[src/rtl/ps2_key_event_fifo.sv]
// PS/2 scan-byte decoder (E0/F0 prefixes) feeding a show-ahead event FIFO plus a held-key bitmap.
// Latency: final byte to event_valid is one cycle; no backpressure, a full FIFO drops the event and sets overflow.
module ps2_key_event_fifo #(
  parameter int                     DEPTH           = 8,
  parameter int                     ADDR_W          = 3,
  parameter int                     NUM_KEYS        = 4,
  parameter logic [NUM_KEYS*9-1:0]  KEY_CODES       = {9'h175, 9'h172, 9'h16B, 9'h174},
  parameter bit                     SUPPRESS_REPEAT = 1'b1
) (
  input  logic                clock,
  input  logic                reset,
  input  logic                ps2_key_pressed,
  input  logic [7:0]          ps2_key_data,
  input  logic                rd_en,
  output logic [9:0]          event_data,
  output logic                event_valid,
  output logic [ADDR_W:0]     event_count,
  output logic                overflow,
  input  logic                clear_overflow,
  output logic [NUM_KEYS-1:0] keys_held
);

  typedef enum logic [1:0] {S_IDLE, S_E0, S_F0, S_E0F0} state_t;

  localparam logic [ADDR_W:0] FULL_CNT = (ADDR_W+1)'(DEPTH);

  state_t              state_q, state_d;
  logic                press_q;
  logic [ADDR_W-1:0]   rd_ptr_q, wr_ptr_q;
  logic [ADDR_W:0]     count_q, count_d;
  logic                ovf_q, ovf_d;
  logic [NUM_KEYS-1:0] held_q, held_d;
  logic [9:0]          mem_q [DEPTH];

  logic                accept, emit, brk_w, ext_w;
  logic [NUM_KEYS-1:0] hit;
  logic                suppress, push_req, pop, push, drop, full;

  assign accept = ps2_key_pressed & ~press_q;

  always_comb begin
    state_d = state_q;
    emit    = 1'b0;
    brk_w   = 1'b0;
    ext_w   = 1'b0;
    if (accept) begin
      if (ps2_key_data == 8'h00 || ps2_key_data == 8'hFF) begin
        state_d = S_IDLE;
      end else if (ps2_key_data == 8'hE0) begin
        state_d = S_E0;
      end else if (ps2_key_data == 8'hF0) begin
        // A break prefix keeps any pending extended prefix.
        state_d = (state_q == S_E0 || state_q == S_E0F0) ? S_E0F0 : S_F0;
      end else begin
        emit    = 1'b1;
        brk_w   = (state_q == S_F0) || (state_q == S_E0F0);
        ext_w   = (state_q == S_E0) || (state_q == S_E0F0);
        state_d = S_IDLE;
      end
    end
  end

  always_comb begin
    hit    = '0;
    held_d = held_q;
    for (int i = 0; i < NUM_KEYS; i++) begin
      hit[i] = emit && ({ext_w, ps2_key_data} == KEY_CODES[(NUM_KEYS-1-i)*9 +: 9]);
      if (hit[i]) held_d[i] = ~brk_w;
    end
  end

  assign suppress = SUPPRESS_REPEAT && !brk_w && (|(hit & held_q));
  assign push_req = emit && !suppress;
  assign full     = (count_q == FULL_CNT);
  assign pop      = rd_en && (count_q != '0);
  assign push     = push_req && (!full || pop);
  assign drop     = push_req && full && !pop;

  always_comb begin
    count_d = count_q;
    if (push && !pop)      count_d = count_q + 1'b1;
    else if (pop && !push) count_d = count_q - 1'b1;
    ovf_d = ovf_q;
    if (drop)                ovf_d = 1'b1;
    else if (clear_overflow) ovf_d = 1'b0;
  end

  always_ff @(posedge clock) begin
    if (reset) begin
      state_q  <= S_IDLE;
      press_q  <= 1'b0;
      rd_ptr_q <= '0;
      wr_ptr_q <= '0;
      count_q  <= '0;
      ovf_q    <= 1'b0;
      held_q   <= '0;
    end else begin
      state_q  <= state_d;
      press_q  <= ps2_key_pressed;
      if (pop)  rd_ptr_q <= rd_ptr_q + 1'b1;
      if (push) wr_ptr_q <= wr_ptr_q + 1'b1;
      count_q  <= count_d;
      ovf_q    <= ovf_d;
      held_q   <= held_d;
    end
  end

  always_ff @(posedge clock) begin
    if (!reset && push) mem_q[wr_ptr_q] <= {brk_w, ext_w, ps2_key_data};
  end

  assign event_data  = mem_q[rd_ptr_q];
  assign event_valid = (count_q != '0);
  assign event_count = count_q;
  assign overflow    = ovf_q;
  assign keys_held   = held_q;

endmodule

[config.mk]
export PLATFORM = sky130hd
export DESIGN_NAME = ps2_key_event_fifo
export DESIGN_NICKNAME = d
export VERILOG_FILES = /design/src/rtl/ps2_key_event_fifo.sv
export SDC_FILE = /design/constraint.sdc
export NUM_CORES = 1
export LEC_CHECK = 0
export ABC_AREA = 1
export CAP_MARGIN = 20
export CORE_UTILIZATION = 25
export DETAILED_ROUTE_END_ITERATION = 8
export PLACE_DENSITY = 0.43
export SKIP_CTS_REPAIR_TIMING = 1
export SLEW_MARGIN = 10
export SYNTH_ARGS = -nofsm -noshare
export SYNTH_HDL_FRONTEND = slang
export SYNTH_SLANG_ARGS = --single-unit
[constraint.sdc]
create_clock -name clock -period 6.57 [get_ports clock]
set_input_delay 0.657 -clock clock [delete_from_list [all_inputs] [get_ports clock]]
set_output_delay 0.657 -clock clock [all_outputs]
set_load 0.03 [all_outputs]
Word-level counts from Yosys, hierarchy flattened
Memories as Yosys holds them, arrays and structs flattened. A register that Yosys moved wholly into a read port is not among the register bits. Index checks and enable logic that the tools add are counted.

Register bits: 18. Input port bits: 13. Output and inout port bits: 20. Word-level logic and storage cells: 82. Memory bits (writable): 80. Memories: 1.

Memory list: mem_q (words 8, bits a word 10, read ports 1, clocked after Yosys merged registers in 1, wr ports 1, RTL line 33) `logic [9:0] mem_q [DEPTH];`.

Equal/unequal tests: 11. Reductions and logical operators: 28. Add/sub/neg operators: 4. Muxes and demuxes: 24. Bitwise logic cells: 4.

Operators with widths (count): $eq 9x9->1 const B (4); $eq 8x8->1 const B (3); $mux 1 (17); $logic_and 1x1->1 (13); $logic_not 8->1 (1); $mux 4 (2); $add 3x1->3 const B (2); $logic_not 1->1 (6); $mux 2 (3); $mux 3 (2); $add 4x1->4 const B (1); $and 4x4->4 (1); $eq 2x2->1 const B (2); $eq 4x4->1 const B (1); $logic_or 1x1->1 (4); $reduce_bool 2->1 (2); $reduce_bool 4->1 (1); $reduce_or 4->1 (1); $sub 4x1->4 const B (1); $eq 2x1->1 const B (1); $not 1->1 (2); $and 1x1->1 (1).

Depth between registers and ports, before layout
Gate-level depths: netlist of run 1.

Depth in word-level cells: 18. Mapped depth: 21. Gate-level depth less buffers: 21.

Worst setup path before layout of run 1
No wires, ideal clock.

Path kind: input port to flip-flop. Start point: in ps2_key_pressed. End point: reg count_q[3], in the netlist event_count[3]. Arrival: 2865 ps. Cell stages on the path: 20. Slack: 3586 ps. Buffers on the path: 0. Cell sequence: inv_1 nor2_1 nand2_1 nor2_4 inv_2 nor2_4 inv_2 nand2_4 nand2_4 inv_4 ha_1 inv_1 ha_1 and3_1 a211oi_1 nor2_1 nor2_1 nand2_1 o21ai_0 a21oi_1.

Elaborated cells between the ends (all ways): 24. Those cells by class: eq/ne (4); mux (4); bitwise (2); reduce/logical (14).

RTL lines: start: declaration (RTL line 12) `input logic ps2_key_pressed,`; $and 1x1->1 (*) (RTL line 39) `assign accept = ps2_key_pressed & ~press_q;`; $mux 1 (*) (RTL line 46) `if (accept) begin`; via brk_w (RTL line 35) `logic accept, emit, brk_w, ext_w;`; $logic_not 1->1 (*) (RTL line 72) `assign suppress = SUPPRESS_REPEAT && !brk_w && (|(hit & held_q));`; $logic_and 1x1->1 (*) (RTL line 72); $logic_not 1->1 (*) (RTL line 73) `assign push_req = emit && !suppress;`; $logic_and 1x1->1 (*) (RTL line 73); $logic_and 1x1->1 (*) (RTL line 76) `assign push = push_req && (!full || pop);`; $logic_not 1->1 (RTL line 82) `else if (pop && !push) count_d = count_q - 1'b1;`; $logic_and 1x1->1 (RTL line 82); $reduce_bool 2->1 (no line); end signal: assignment (RTL line 102) `count_q <= count_d;`; end: declaration (RTL line 30) `logic [ADDR_W:0] count_q, count_d;`.

Mark *: on every way through the listed nets, which the timed path passes. The rest lies on a longest branch. A chain may end at the register's enable or synchronous reset.

Final worst setup path of run 1
Start point: in ps2_key_data[0]. End point: reg count_q[3], in the netlist event_count[3].

Elaborated cells between the ends (all ways): 37. Those cells by class: eq/ne (7); mux (13); bitwise (1); reduce/logical (16).

RTL lines: start: declaration (RTL line 13) `input logic [7:0] ps2_key_data,`; $eq 8x8->1 (RTL line 51) `end else if (ps2_key_data == 8'hF0) begin`; $mux 1 (RTL line 51); $mux 1 (RTL line 49) `end else if (ps2_key_data == 8'hE0) begin`; $mux 1 (*) (RTL line 47) `if (ps2_key_data == 8'h00 || ps2_key_data == 8'hFF) begin`; $mux 1 (*) (RTL line 46); via brk_w (RTL line 35); $logic_not 1->1 (*) (RTL line 72); $logic_and 1x1->1 (*) (RTL line 72); $logic_not 1->1 (*) (RTL line 73); $logic_and 1x1->1 (*) (RTL line 73); $logic_and 1x1->1 (*) (RTL line 76); $logic_not 1->1 (RTL line 82); $logic_and 1x1->1 (RTL line 82); $reduce_bool 2->1 (no line).

Marked as above.

==> flow_summary_export.csv, run 1 <==
group,metric,value,unit
layout,num-nets-final,455,
timing,rsz0062_at_grt,"false",
timing,min_period,3710,ps
critical_path,rr_worst_depth,19,
yosys,syn_area,0.00429,mm²
timing,tightest_slew,781,ps
yosys,synth-seq-area-share,65.8,%
layout,multi_input_area,0.00129,mm²
critical_path,crit_path_top_delay_cell,"clkdlybuf4s50_1",
routing,routedWlPerCell,15.5,µm
timing,slew_headroom,47.9,%
routing,drc,0,
timing,post-route-period-util,56.5,%
timing,drv_slew,0,
routing,ant_nets,0,
yosys,synth_cells,402,
yosys,synthesis.nets,421,
routing,drt_iter0_drc,167,
die,die_w,133,µm
yosys,synth.distinct_cells,32,
placement,pre_cts_slack,2470,ps
routing,vias,2908,
critical_path,reg2reg_to,"event_count[3]",
critical_path,crit_path_max_incr_delay,750,ps
critical_path,r2r_start,"press_q",
critical_path,worst-path-buf-inv,5,
pwr,power.leakage,1.76,nW
global_routing,grt_pass1_vias,2859,
clock_tree,root_buffer,"clkbuf_16",
routing,dr.pass1.iters,4,
die,io_pins,33,
yosys,synthArstFlopShare,0,%
placement,port_buffers,32,
clock_tree,path_clk_slew,70,ps
yosys,synthFlopType,"edfxtp_1",
timing,setup_ws,2860,ps
yosys,synth_top_cell_by_area,"edfxtp_1",
layout,diodes,0,
layout,seqCellArea,0.00282,mm²
yosys,ys_warn_count,0,
placement,gp_congestion,0.834,
yosys,syn_avg_cell_area,10.7,µm²
layout,fillCellCount,1708,
die,start_util,25.8,%
flow_run,timing.max_cap.violations,0,
routing,wl,10300,µm
die,core,0.0166,mm²
timing,finalHoldWorstSlack,462,ps
global_routing,globalRouteMet1Util,16.4,%
layout,area_growth,20.3,%
timing,setup_violations,0,
critical_path,worstPathArrival,3950,ps
layout,layout-drive-gt1-share,9.30,%
placement,dp_hpwl,6380,µm
global_routing,grt_util_met2,20.1,%
critical_path,crit_path_end,"event_count[3]",
clock_tree,cts_buffer_depth,2,
global_routing,grt_antenna_before_repair,0,
clock_tree,cts_max_level,3,
timing,hold_viol_final,0,
critical_path,crit_path_start_kind,"input pin",
yosys,ys_seq_elements,101,
critical_path,worstPathRequired,6810,ps
critical_path,path_class,"in -> reg",
pwr,power_density,350,mW/mm²
die,dieArea,0.0177,mm²
yosys,synth_top_area_share,56.0,%
timing,setup_tns,0,ps
critical_path,critical_path.endpoint_type,"flip-flop",
placement,dpl_cell_area,0.00487,mm²
critical_path,path_cells,"clkdlybuf4s50_1 > nor2_2 > nand4_1 > nand2_1 > nor2_4 > inv_2 > nor2_4 > inv_2 > nand2_4 > nand2_4 > inv_4 > ha_1 > inv_1 > ha_1 > and3_1 > a211oi_1 > nor2_1 > nor2_1 > nand2_1 > o21ai_0 > a21oi_1",
layout,design_area,0.00516,mm²
critical_path,crit_path_max_fanout,12,
global_routing,use_met3,3.45,%
critical_path,critPathTopFamily,"simple AND/OR/NAND/NOR gates",
routing,via_per_inst,4.40,
clock_tree,insertion_delay,340,ps
global_routing,grt_overflow,0,
die,rows,47,
layout,utilization,31.0,%
timing,fmax,269,MHz
pwr,irDropWorstVdd,0.174,mV
global_routing,busiest_layer,"met2",
run_status,status,"finished clean",
global_routing,grt_max_degree,42,
critical_path,startpoint,"ps2_key_data[0]",
hold_path,hp-class,"reg -> reg",
clock_tree,tritoncts,"done",
yosys,yosys-top-cells-area,"edfxtp_1 56%, dfxtp_1 9.8%, nor2_1 8.5%",
critical_path,cp.depth,21,
global_routing,grt_pass1_wl,16400,µm
die,fp.dieH,133,µm
clock_tree,cts_sinks,101,
global_routing,grt.total_usage,12.5,%
critical_path,r2r_slack,3610,ps
clock_tree,numCtsBuffers,9,
timing,skew,9.43,ps
yosys,synth_edf_count,80,
per-layer routing:
layer,vias to the layer above,wire (µm)
li1,1459,-
met1,1385,4990
met2,57,4850
met3,7,323
met4,0,105
met5,-,0
sequential cells by signal, summed over array words and instances, names as in the netlist, named ones only:
register     cells
mem_q           80
event_count      4
keys_held        4
rd_ptr_q         3
wr_ptr_q         3
state_q          2
overflow         1
press_q          1
worst min-delay path: stages, from the launching register on:
cell	delay (ps)
dfxtp_1	310
inv_1	50
a21oi_1	60
power by group:
part,switching [W],internal [W]
Combinational,0.000357,0.000195
Clock,0.000226,0.000289
Sequential,0.0000205,0.000719
worst min-delay path by stage:
stage,from,end,slack [ps],depth (start not counted)
global route,rd_ptr_q[2],rd_ptr_q[2],490,2
global placement,rd_ptr_q[2],rd_ptr_q[2],450,2
finish,rd_ptr_q[2],rd_ptr_q[2],460,2
detailed placement,rd_ptr_q[2],rd_ptr_q[2],460,2
CTS,rd_ptr_q[2],rd_ptr_q[2],470,2
floorplan,rd_ptr_q[2],flip-flop,430,2
cells in the final DEF (no fill, tap or decap), types with 2 or more instances in the layout:
| cell type | count |
|---|---|
| a21oi_1 | 13 |
| nor2_4 | 3 |
| nand2_4 | 3 |
| inv_1 | 27 |
| nand2_1 | 29 |
| o21ai_0 | 49 |
| inv_2 | 2 |
| nand3_1 | 9 |
| buf_4 | 6 |
| clkbuf_16 | 9 |
| a31oi_1 | 10 |
| dfxtp_1 | 21 |
| xor2_1 | 2 |
| edfxtp_1 | 80 |
| o22ai_1 | 10 |
| nand4_1 | 6 |
| nor3_1 | 2 |
| clkinv_2 | 2 |
| nor2_2 | 6 |
| clkinv_1 | 3 |
| nor2_1 | 97 |
| ha_1 | 5 |
| clkdlybuf4s50_1 | 32 |
synthesized netlist by cell type, types with 2 or more instances:
| cell type | number |
|---|---|
| a21oi_1 | 13 |
| a31oi_1 | 10 |
| clkbuf_1 | 15 |
| dfxtp_1 | 21 |
| edfxtp_1 | 80 |
| ha_1 | 5 |
| inv_1 | 27 |
| inv_2 | 2 |
| nand2_1 | 29 |
| nand2_4 | 3 |
| nand3_1 | 9 |
| nand4_1 | 6 |
| nor2_1 | 97 |
| nor2_2 | 6 |
| nor2_4 | 3 |
| nor3_1 | 2 |
| o21ai_0 | 49 |
| o22ai_1 | 10 |
| xor2_1 | 2 |
final cells by class:
type,instances,area share (%)
clock buffer,9,4.36
clock inverter,7,1.09
inverter,30,2.23
multi-input combinational,255,25.0
sequential,101,54.7
tap,220,5.33
timing repair buffer,39,7.30
cells by family after synthesis:
logic type / synth area share [%]
AO/OA/AOI/OAI: 10.9
XOR/XNOR: 0.409
adder cells (fa/ha/maj): 1.93
buffers and inverters: 4.11
flip-flops: 65.8
AND/OR/NAND/NOR: 16.8
stage by stage:
step,total power [W],cells
3_3_place_gp,0.00131,644
2_1_floorplan,0.00111,402
5_1_grt,0.00191,661
3_5_place_dp,0.00131,644
6_report,0.00181,661
4_1_cts,0.00183,660
Power figures use the tool's default switching activity.
==> run 2: changes to the inputs <==
==> constraint.sdc (replaced) <==
create_clock -name clock -period 3.55 [get_ports clock]
set_input_delay 0.355 -clock clock [delete_from_list [all_inputs] [get_ports clock]]
set_output_delay 0.355 -clock clock [all_outputs]
set_load 0.03 [all_outputs]
==> run 2 against run 1 <==
Utilization increased by 1.1 points. Wire length up 1.1%. Die area is the same. Sequential share of layout area is 1.9 points lower. Highest routed layer unchanged. Cell count is 3.8% higher. Worst hold slack gained 6.8 ps. Combinational power up 92%.
==> flow_summary_export.csv, run 2 (synthesis gave the netlist of run 1 again) <==
group,metric,value,unit
critical_path,r2r_slack,780,ps
global_routing,busiest_layer,"met2",
die,start_util,25.8,%
routing,vias,2970,
pwr,p_int,0.00228,W
routing,ant_nets,0,
clock_tree,numCtsBuffers,9,
layout,design_area,0.00535,mm²
pwr,power_density,633,mW/mm²
routing,drc,0,
layout,layout-drive-gt1-share,14.4,%
critical_path,path_cells,"clkdlybuf4s50_1 > nand2_1 > nor2_1 > nand3_1 > nor2_1 > nand4_1 > nand4_2 > nand2_4 > nand2_4 > inv_4 > ha_1 > inv_1 > ha_1 > and3_1 > a211oi_1 > nor2_1 > nor2_1 > nand2_1 > o21ai_0 > a21oi_1",
die,die_w,133,µm
pwr,pwr-share-clk,27.8,%
critical_path,worstPathRequired,3790,ps
die,fp.dieH,133,µm
critical_path,r2r_start,"event_count[0]",
layout,utilization,32.1,%
layout,final_cell_mix,"97 x nor2_1, 80 x edfxtp_1, 49 x o21ai_0",
timing,min_period,3120,ps
layout,num-nets-final,481,
layout,diodes,0,
global_routing,globalRouteMet1Util,17.3,%
hold_path,hold-path-cell-count,2,
global_routing,grt_overflow,0,
die,core,0.0166,mm²
critical_path,path_common_cell,"nor2_1",
die,rows,47,
pwr,irDropWorstVdd,0.380,mV
critical_path,crit_path_max_fanout,5,
timing,setup_violations,0,
layout,regMostFlops,"mem_q",
pwr,finalPower,0.00339,W
die,io_pins,33,
hold_path,hold_start,"overflow",
timing,fmax,320,MHz
clock_tree,cts_buffer_depth,2,
routing,dr.pass1.iters,4,
global_routing,use_met3,3.56,%
routing,routedWlPerCell,15.1,µm
pwr,p_comb_share,31.4,%
clock_tree,path_clk_slew,70,ps
critical_path,path_class,"in -> reg",
timing,tightest_slew,463,ps
routing,via_per_inst,4.33,
timing,drv_slew,0,
clock_tree,insertion_delay,340,ps
clock_tree,cts_max_level,3,
timing,slew_headroom,69.0,%
pwr,pwr-share-seq,40.8,%
flow_run,timing.max_cap.violations,0,
placement,gp_congestion,0.772,
clock_tree,tritoncts,"done",
critical_path,rr_worst_depth,16,
timing,post-route-period-util,88.0,%
critical_path,crit_path_max_incr_delay,630,ps
critical_path,crit_path_top_delay_cell,"clkdlybuf4s50_1",
timing,hold_viol_final,0,
placement,port_buffers,32,
clock_tree,cts_sinks,101,
global_routing,grt_pass1_wl,16700,µm
critical_path,worstPathArrival,3360,ps
hold_path,hp-class,"reg -> reg",
layout,area_growth,24.8,%
pwr,swShare,32.7,%
timing,setup_tns,0,ps
hold_path,hold_path_end,"overflow",
timing,rsz0062_at_grt,"false",
placement,dp_hpwl,6950,µm
global_routing,grt_antenna_before_repair,0,
placement,dpl_cell_area,0.00507,mm²
run_status,status,"finished clean",
pwr,power.leakage,1.89,nW
routing,drt_iter0_drc,226,
layout,largest_register_ffs,80,
critical_path,crit_path_start_kind,"input pin",
global_routing,grt_pass1_vias,2925,
global_routing,grt_util_met2,19.5,%
routing,wl,10400,µm
pwr,p_switching,0.00111,W
global_routing,grt_max_degree,24,
global_routing,grt.total_usage,12.7,%
clock_tree,root_buffer,"clkbuf_16",
critical_path,reg2reg_to,"event_count[3]",
die,dieArea,0.0177,mm²
timing,finalHoldWorstSlack,468,ps
critical_path,critical_path.endpoint_type,"flip-flop",
layout,final_common_cell,"nor2_1",
timing,skew,6.96,ps
==> run 2: how the worst max path moves through the flow <==
stage	startpoint	to	slack [ps]	depth (start not counted)
6_report	ps2_key_data[6]	event_count[3]	430	20
3_3_place_gp	ps2_key_data[2]	event_count[3]	110	21
3_5_place_dp	ps2_key_data[2]	event_count[3]	100	20
2_1_floorplan	event_count[0]	event_count[3]	600	16
4_1_cts	ps2_key_data[2]	event_count[3]	450	20
5_1_grt	ps2_key_data[6]	event_count[3]	30	20
==> run 2: power groups by stage <==
| stage | logic (W) | clock network [W] | registers, W |
|---|---|---|---|
| after floorplan | 0.000623 | 0 | 0.00143 |
| after global placement | 0.00107 | 0 | 0.00141 |
| after detailed placement | 0.00107 | 0 | 0.00141 |
| after CTS | 0.00108 | 0.000971 | 0.00138 |
| after global routing | 0.00119 | 0.00102 | 0.00139 |
| final | 0.00106 | 0.000940 | 0.00138 |
==> run 2: layout make-up <==
type                            instances  area, µm²
Fill cell                            1693      11300
Sequential cell                       101       2820
Multi-Input combinational cell        255       1290
Timing Repair Buffer                   65        568
Tap cell                              220        275
Clock buffer                            9        225
Inverter                               30        115
Clock inverter                          6       55.1
==> run 2: critical path, delay by kind of cell <==
kind | cells | cell delay (ps)
AOI/OAI and AO/OA | 3 | 450
adders and majority gates | 2 | 440
buffers and inverters | 3 | 760
and+or+nand+nor | 12 | 1340
==> run 2: per-layer routing <==
layer / part of all wire [%] / vias up
met5: 0 / -
met4: 1.3 / 0
met3: 2.3 / 6
met2: 45 / 46
met1: 52 / 1403
li1: - / 1515
==> run 2: metrics by stage <==
| step | worst slack (ps) | instances |
|---|---|---|
| 6_report | 425 | 686 |
| 2_1_floorplan | 599 | 402 |
| 3_3_place_gp | 111 | 671 |
| 3_5_place_dp | 100 | 671 |
| 4_1_cts | 448 | 686 |
| 5_1_grt | 30.4 | 686 |
